--- config.mk ---
export PLATFORM = sky130hd
export DESIGN_NAME = issue_ctrl
export DESIGN_NICKNAME = d
export VERILOG_FILES = /design/src/rtl/issue_ctrl.sv
export SDC_FILE = /design/constraint.sdc
export NUM_CORES = 1
export LEC_CHECK = 0
export BUFFER_PORTS_ARGS = -buffer_cell sky130_fd_sc_hd__buf_2
export CAP_MARGIN = 20
export CORE_MARGIN = 5
export CORE_UTILIZATION = 46
export CTS_CLUSTER_SIZE = 28
export DETAILED_ROUTE_END_ITERATION = 12
export PLACE_DENSITY = 0.75
export SYNTH_ARGS = -nofsm -noshare
export SYNTH_HDL_FRONTEND = slang
export SYNTH_SLANG_ARGS = --single-unit
--- constraint.sdc ---
create_clock -name clk -period 6.2 [get_ports clk]
set_input_delay 0 -clock clk [delete_from_list [all_inputs] [get_ports clk]]
set_output_delay 0 -clock clk [all_outputs]
set_load 0.02 [all_outputs]
--- src/rtl/issue_ctrl.sv ---
// Issue controller: pops one instruction at a time from the InstQueue into a
// holding register and classifies it as load/store or execute. It dispatches
// the instruction once the target buffer and the ROB both have room. It owns
// the ROB credit count and the allocation tag pointer, and restores both on a
// misprediction flush.
module issue_ctrl #(
  parameter int ROB_SIZE = 16,
  parameter int TAG_W    = 4
) (
  input  logic             clk,
  input  logic             rst,
  input  logic             rdy,
  input  logic             flush,
  input  logic             IQ_valid,
  input  logic [31:0]      IQ_inst,
  input  logic [31:0]      IQ_pc,
  output logic             IQ_pop,
  input  logic             RS_is_full,
  input  logic             LSB_is_full,
  input  logic             ROB_commit,
  output logic             DSP_valid,
  output logic [31:0]      DSP_inst,
  output logic [31:0]      DSP_pc,
  output logic [TAG_W-1:0] DSP_tag,
  output logic             DSP_to_lsb,
  output logic [TAG_W:0]   credits
);

  localparam logic [TAG_W:0]   CRED_MAX = (TAG_W+1)'(ROB_SIZE);
  localparam logic [TAG_W:0]   CRED_ONE = (TAG_W+1)'(1);
  localparam logic [TAG_W-1:0] TAG_ONE  = TAG_W'(1);

  typedef enum logic [1:0] {S_IDLE, S_HOLD, S_FLUSH} state_t;
  typedef enum logic [1:0] {C_ILL, C_RS, C_LSB} cls_t;

  // Opcode decode; anything outside the two known groups is illegal.
  function automatic cls_t classify(input logic [6:0] op);
    case (op)
      7'b0000011, 7'b0100011: classify = C_LSB;
      7'b0110111, 7'b0010111, 7'b1101111, 7'b1100111,
      7'b1100011, 7'b0110011, 7'b0010011: classify = C_RS;
      default: classify = C_ILL;
    endcase
  endfunction

  state_t           state_q, state_d;
  logic [31:0]      hold_inst_q, hold_pc_q;
  logic [TAG_W:0]   credits_q, credits_d;
  logic [TAG_W-1:0] tag_q, tag_d;
  logic             dsp_valid_q, dsp_lsb_q;
  logic [31:0]      dsp_inst_q, dsp_pc_q;
  logic [TAG_W-1:0] dsp_tag_q;
  cls_t             cls;
  logic             res_ok, issue_now, drop_now, pop;

  // Issue/drop/pop decisions and next-state selection.
  always_comb begin
    cls       = classify(hold_inst_q[6:0]);
    res_ok    = (cls == C_LSB) ? ~LSB_is_full : ~RS_is_full;
    issue_now = (state_q == S_HOLD) & rdy & ~flush & (cls != C_ILL) &
                (credits_q != '0) & res_ok;
    drop_now  = (state_q == S_HOLD) & rdy & ~flush & (cls == C_ILL);
    pop       = IQ_valid & rdy & ~flush & ~rst &
                ((state_q == S_IDLE) | issue_now | drop_now);
    state_d   = state_q;
    if (flush) begin
      state_d = S_FLUSH;
    end else if (rdy) begin
      case (state_q)
        S_IDLE:  if (pop) state_d = S_HOLD;
        S_HOLD:  if (pop) state_d = S_HOLD;
                 else if (issue_now | drop_now) state_d = S_IDLE;
        S_FLUSH: state_d = S_IDLE;
        default: state_d = S_IDLE;
      endcase
    end
  end

  // Credit and tag bookkeeping; a simultaneous issue and commit cancel out.
  always_comb begin
    credits_d = credits_q;
    tag_d     = tag_q;
    if (flush) begin
      credits_d = CRED_MAX;
      tag_d     = '0;
    end else if (rdy) begin
      if (issue_now) tag_d = tag_q + TAG_ONE;
      if (issue_now && !ROB_commit)
        credits_d = credits_q - CRED_ONE;
      else if (!issue_now && ROB_commit && credits_q != CRED_MAX)
        credits_d = credits_q + CRED_ONE;
    end
  end

  // Control state: FSM, credits, tag and the dispatch pulse.
  always_ff @(posedge clk) begin
    if (rst) begin
      state_q     <= S_IDLE;
      credits_q   <= CRED_MAX;
      tag_q       <= '0;
      dsp_valid_q <= 1'b0;
    end else begin
      state_q     <= state_d;
      credits_q   <= credits_d;
      tag_q       <= tag_d;
      dsp_valid_q <= issue_now;
    end
  end

  // Holding register captures the queue head on every pop.
  always_ff @(posedge clk) begin
    if (pop) begin
      hold_inst_q <= IQ_inst;
      hold_pc_q   <= IQ_pc;
    end
  end

  // Dispatch payload persists between issues so stalls keep the last values.
  always_ff @(posedge clk) begin
    if (rst) begin
      dsp_inst_q <= '0;
      dsp_pc_q   <= '0;
      dsp_tag_q  <= '0;
      dsp_lsb_q  <= 1'b0;
    end else if (issue_now) begin
      dsp_inst_q <= hold_inst_q;
      dsp_pc_q   <= hold_pc_q;
      dsp_tag_q  <= tag_q;
      dsp_lsb_q  <= (cls == C_LSB);
    end
  end

  assign IQ_pop     = pop;
  assign DSP_valid  = dsp_valid_q;
  assign DSP_inst   = dsp_inst_q;
  assign DSP_pc     = dsp_pc_q;
  assign DSP_tag    = dsp_tag_q;
  assign DSP_to_lsb = dsp_lsb_q;
  assign credits    = credits_q;

endmodule

==> results.md <==
- H-tree depth: 4
- Worst path slowest cell: buf_4
- Hold path depth: 3
- Commonest non-fill, non-tap cell in the layout: buf_2
- First-pass DRT Iterations: 5
- Synth Flop Type: dfxtp_1
- Iter 0 DRT Violations: roughly 230
- Worst hold-check path type: in -> reg
- Filler cells: 849
- Max-Cap Viols: 0
- Die Span X: 115 µm
- Longest Clk Path Bufs: 2
- Count of state elements after synthesis: around 150
- Multi-input logic area: 1400 µm²
- Unrepaired setup endpoints after global routing: false
- Initial antenna violation count: 0
- Largest net degree at the start of global routing: just under 80
- Synth Area in Adders: 1.38%
- WL/cell: about 15 µm
- Via count: between 4000 and 5000
- Clock buffer count from CTS: 17
- Worst-Skew Late Latency: 0.52 ns
- Vias in the first global route: roughly 4100
- Synthesized instance count: around 450
- Synth area leader: edfxtp_1
- Final setup violation count: 0
- WP data arrival: between 4 and 5 ns
- PwrDens: about 290 nW/µm²
- Post-Synth XOR/XNOR Area: ~1.2%
- Synthesis warning total: 0
- Initial core utilization: 46.8%
- First-pass GRT wire length: 19700 µm
- Chip Height: ~120 µm
- Fmax: 0.246 GHz
- Post-Synth Simple-Gate Area: around 14%
- Dpl hpwl: between 7000 and 8000 µm
- Dpl ws: ~2.5 ns
- Cell Rows: 38
- Worst Setup Start Kind: flip-flop
- Reg-to-reg setup timing slack: ~2.3 ns
- Residual DRC count: 0
- Grt ovf: 0
- ANT cells: 0
- Share of the synthesized area in the top cell type: a little under two fifths
- Relative slew slack: roughly 43%
- Synth-to-layout area growth: 41.1%
- Crit path buffers/inverters: 3
- WL final: roughly 13000 µm
- Crit Path Max Fanout: 77
- Syn_area_per_cell: 11.3 µm²
- GRT Total Usage: between 10% and 20%
- Share of cells above drive strength 1: between 20% and 30%
- Synth cell types: 41
- Reg2reg path depth: 13
- Seq/Total Area, Yosys: a little over two thirds
- Fin crit share: about 65%
- CP Cell Sequence: nand4bb_1 -> or3_1 -> a311oi_4 -> buf_4 -> a31oi_1 -> o21a_1 -> nor3_4 -> buf_4 -> buf_2
- IO buf count: 147
- Status: finished clean
- Final GP Congestion: 0.817
- Post-Syn Area: ~5000 µm²
- Top cells by area, synth: edfxtp_1, dfxtp_1, nand2_1
- Full die area: around 13000 µm²
- Crit path max-delay family: buffers and inverters
- Slowest Stage Delay on Critical Path: 0.67 ns
- # nets final: about 740
- DP Area: 5900 µm²
- Setup TNS: 0 ns
- Largest family of logic cells by synthesized area: simple AND/OR/NAND/NOR gates
- IO Count: 148
- Post-synth EDFFs: 64
- CP Class: reg -> out
- Clk_skew: between 0.01 and 0.015 ns
- Synth Area in Compound Gates: roughly 10%
- Vias/cell: just under 5
- CTS tree: done
- FFs w/ async S/R, synth: 0%
- Reg-to-Reg End: credits[4]
- Root Buffer: clkbuf_8
- Routed Antenna Nets: 0
- Clock sink count: around 150
- Mapped Nets: 528
- Worst Hold Launch: rst
- Placeable Area: 10800 µm²
- Slew @ Worst Pin: about 0.86 ns
- Crit path top cell by count: buf_4
- Peak VDD IR: around 0.00017 V
- Hold endpoint: DSP_inst[4]
- Minimum clock period: roughly 4 ns
- Reg area: 3540 µm²
- Max Slew Vio Count: 0
- Post-synthesis mux area share: 0.690%
- Req. time, crit path: about 6.2 ns
- R2r startpoint: hold_inst_q[3]
- Clock-pin slew of the registers on the worst-case setup and hold paths: approximately 0.060 ns
- Commonest non-fill, non-tap cells in the layout: buf_2, nand2_1, dfxtp_1, a21oi_1, dlygate4sd3_1
- Min setup slack post-route: between 2 and 2.5 ns
- Final Hold Viols: 0
- Finished layout cell area: ~7200 µm²
- Leakage power: ~2.8 nW
- Crit end category: primary output
## per-layer routing
metal	vias to the layer above	track usage (%)	wire length (µm)
met4	0	6.65	207
met3	23	6.68	827
li1	1976	-	-
met5	-	0	0
met1	1861	22.0	5130
met2	145	32.8	6380
## worst max path at each step
stage | from | to | cells past startpoint
final | hold_inst_q[3] | IQ_pop | 9
after global routing | hold_inst_q[3] | IQ_pop | 9
after CTS | hold_inst_q[2] | IQ_pop | 9
after detailed placement | hold_inst_q[3] | hold_pc_q[2] | 8
after global placement | hold_inst_q[6] | hold_pc_q[10] | 8
after floorplan | hold_inst_q[6] | hold_inst_q[0] | 7
## Yosys cell counts, types with 3 or more instances
cell type  number
inv_1           4
xnor2_1         4
nand2_1       142
edfxtp_1       64
ha_1            4
xor2_1          3
a21oi_1        75
nor2_1         12
dfxtp_1        81
buf_4           8
buf_2           4
clkbuf_1       12
## sequential cells by signal (all words and copies together), names as in the netlist
name         flops
DSP_to_lsb       1
hold_pc_q       32
DSP_inst        32
DSP_pc          32
state_q          2
DSP_tag          4
DSP_valid        1
tag_q            4
hold_inst_q     32
credits          5
## power breakdown
group	internal (mW)	total, mW	leakage (nW)	switching, mW
registers	1.01	1.01	1.23	0.00252
clock network	0.569	0.954	0.262	0.385
logic	0.0475	0.0794	1.33	0.0319
## logic make-up (layout without fill, tap and decap cells)
logic type | after synthesis | after routing
multiplexers | 3 | 3
AO/OA/AOI/OAI | 90 | 90
buffers and inverters | 29 | 257
AND/OR/NAND/NOR | 172 | 172
flip-flops | 145 | 145
XOR/XNOR | 7 | 7
adder cells (fa/ha/maj) | 5 | 5
## worst register-to-register path, cell delays in order, from the launching register on
cell and delay [ns]:
edfxtp_1 0.41, nand4bb_1 0.30, nor4b_1 0.71, a311oi_4 0.09, nand2b_1 0.15, inv_1 0.09, ha_1 0.33, nor2b_1 0.15
o21a_1 0.18, or4_1 0.40, mux2i_1 0.20, xnor2_1 0.14, nand2_1 0.07, dlygate4sd3_1 0.57
## through the flow
step	util, %	hold WS, ns	power, mW	cells
after detailed placement	54.4	0.178	1.07	717
after CTS	66.1	0.129	2.06	819
after global routing	66.1	0.174	2.11	819
after floorplan	-	0.0989	1.04	451
final	66.1	0.146	2.04	819
after global placement	54.4	0.176	1.07	717
## cell type report
type	count	share of cell area (%)
clock inverters	14	1.99
well taps	140	2.45
inverters	4	0.210
repair buffers	221	20.5
multi-input cells	277	19.6
flip-flops and latches	145	49.5
clock buffers	18	5.84
## what timing repair did
item,in CTS,in global routing
hold buffers,70,0
hold endpoints to repair,76,0
setup buffers,0,0
resized for setup,0,0
(Power assumes the default switching activity.)
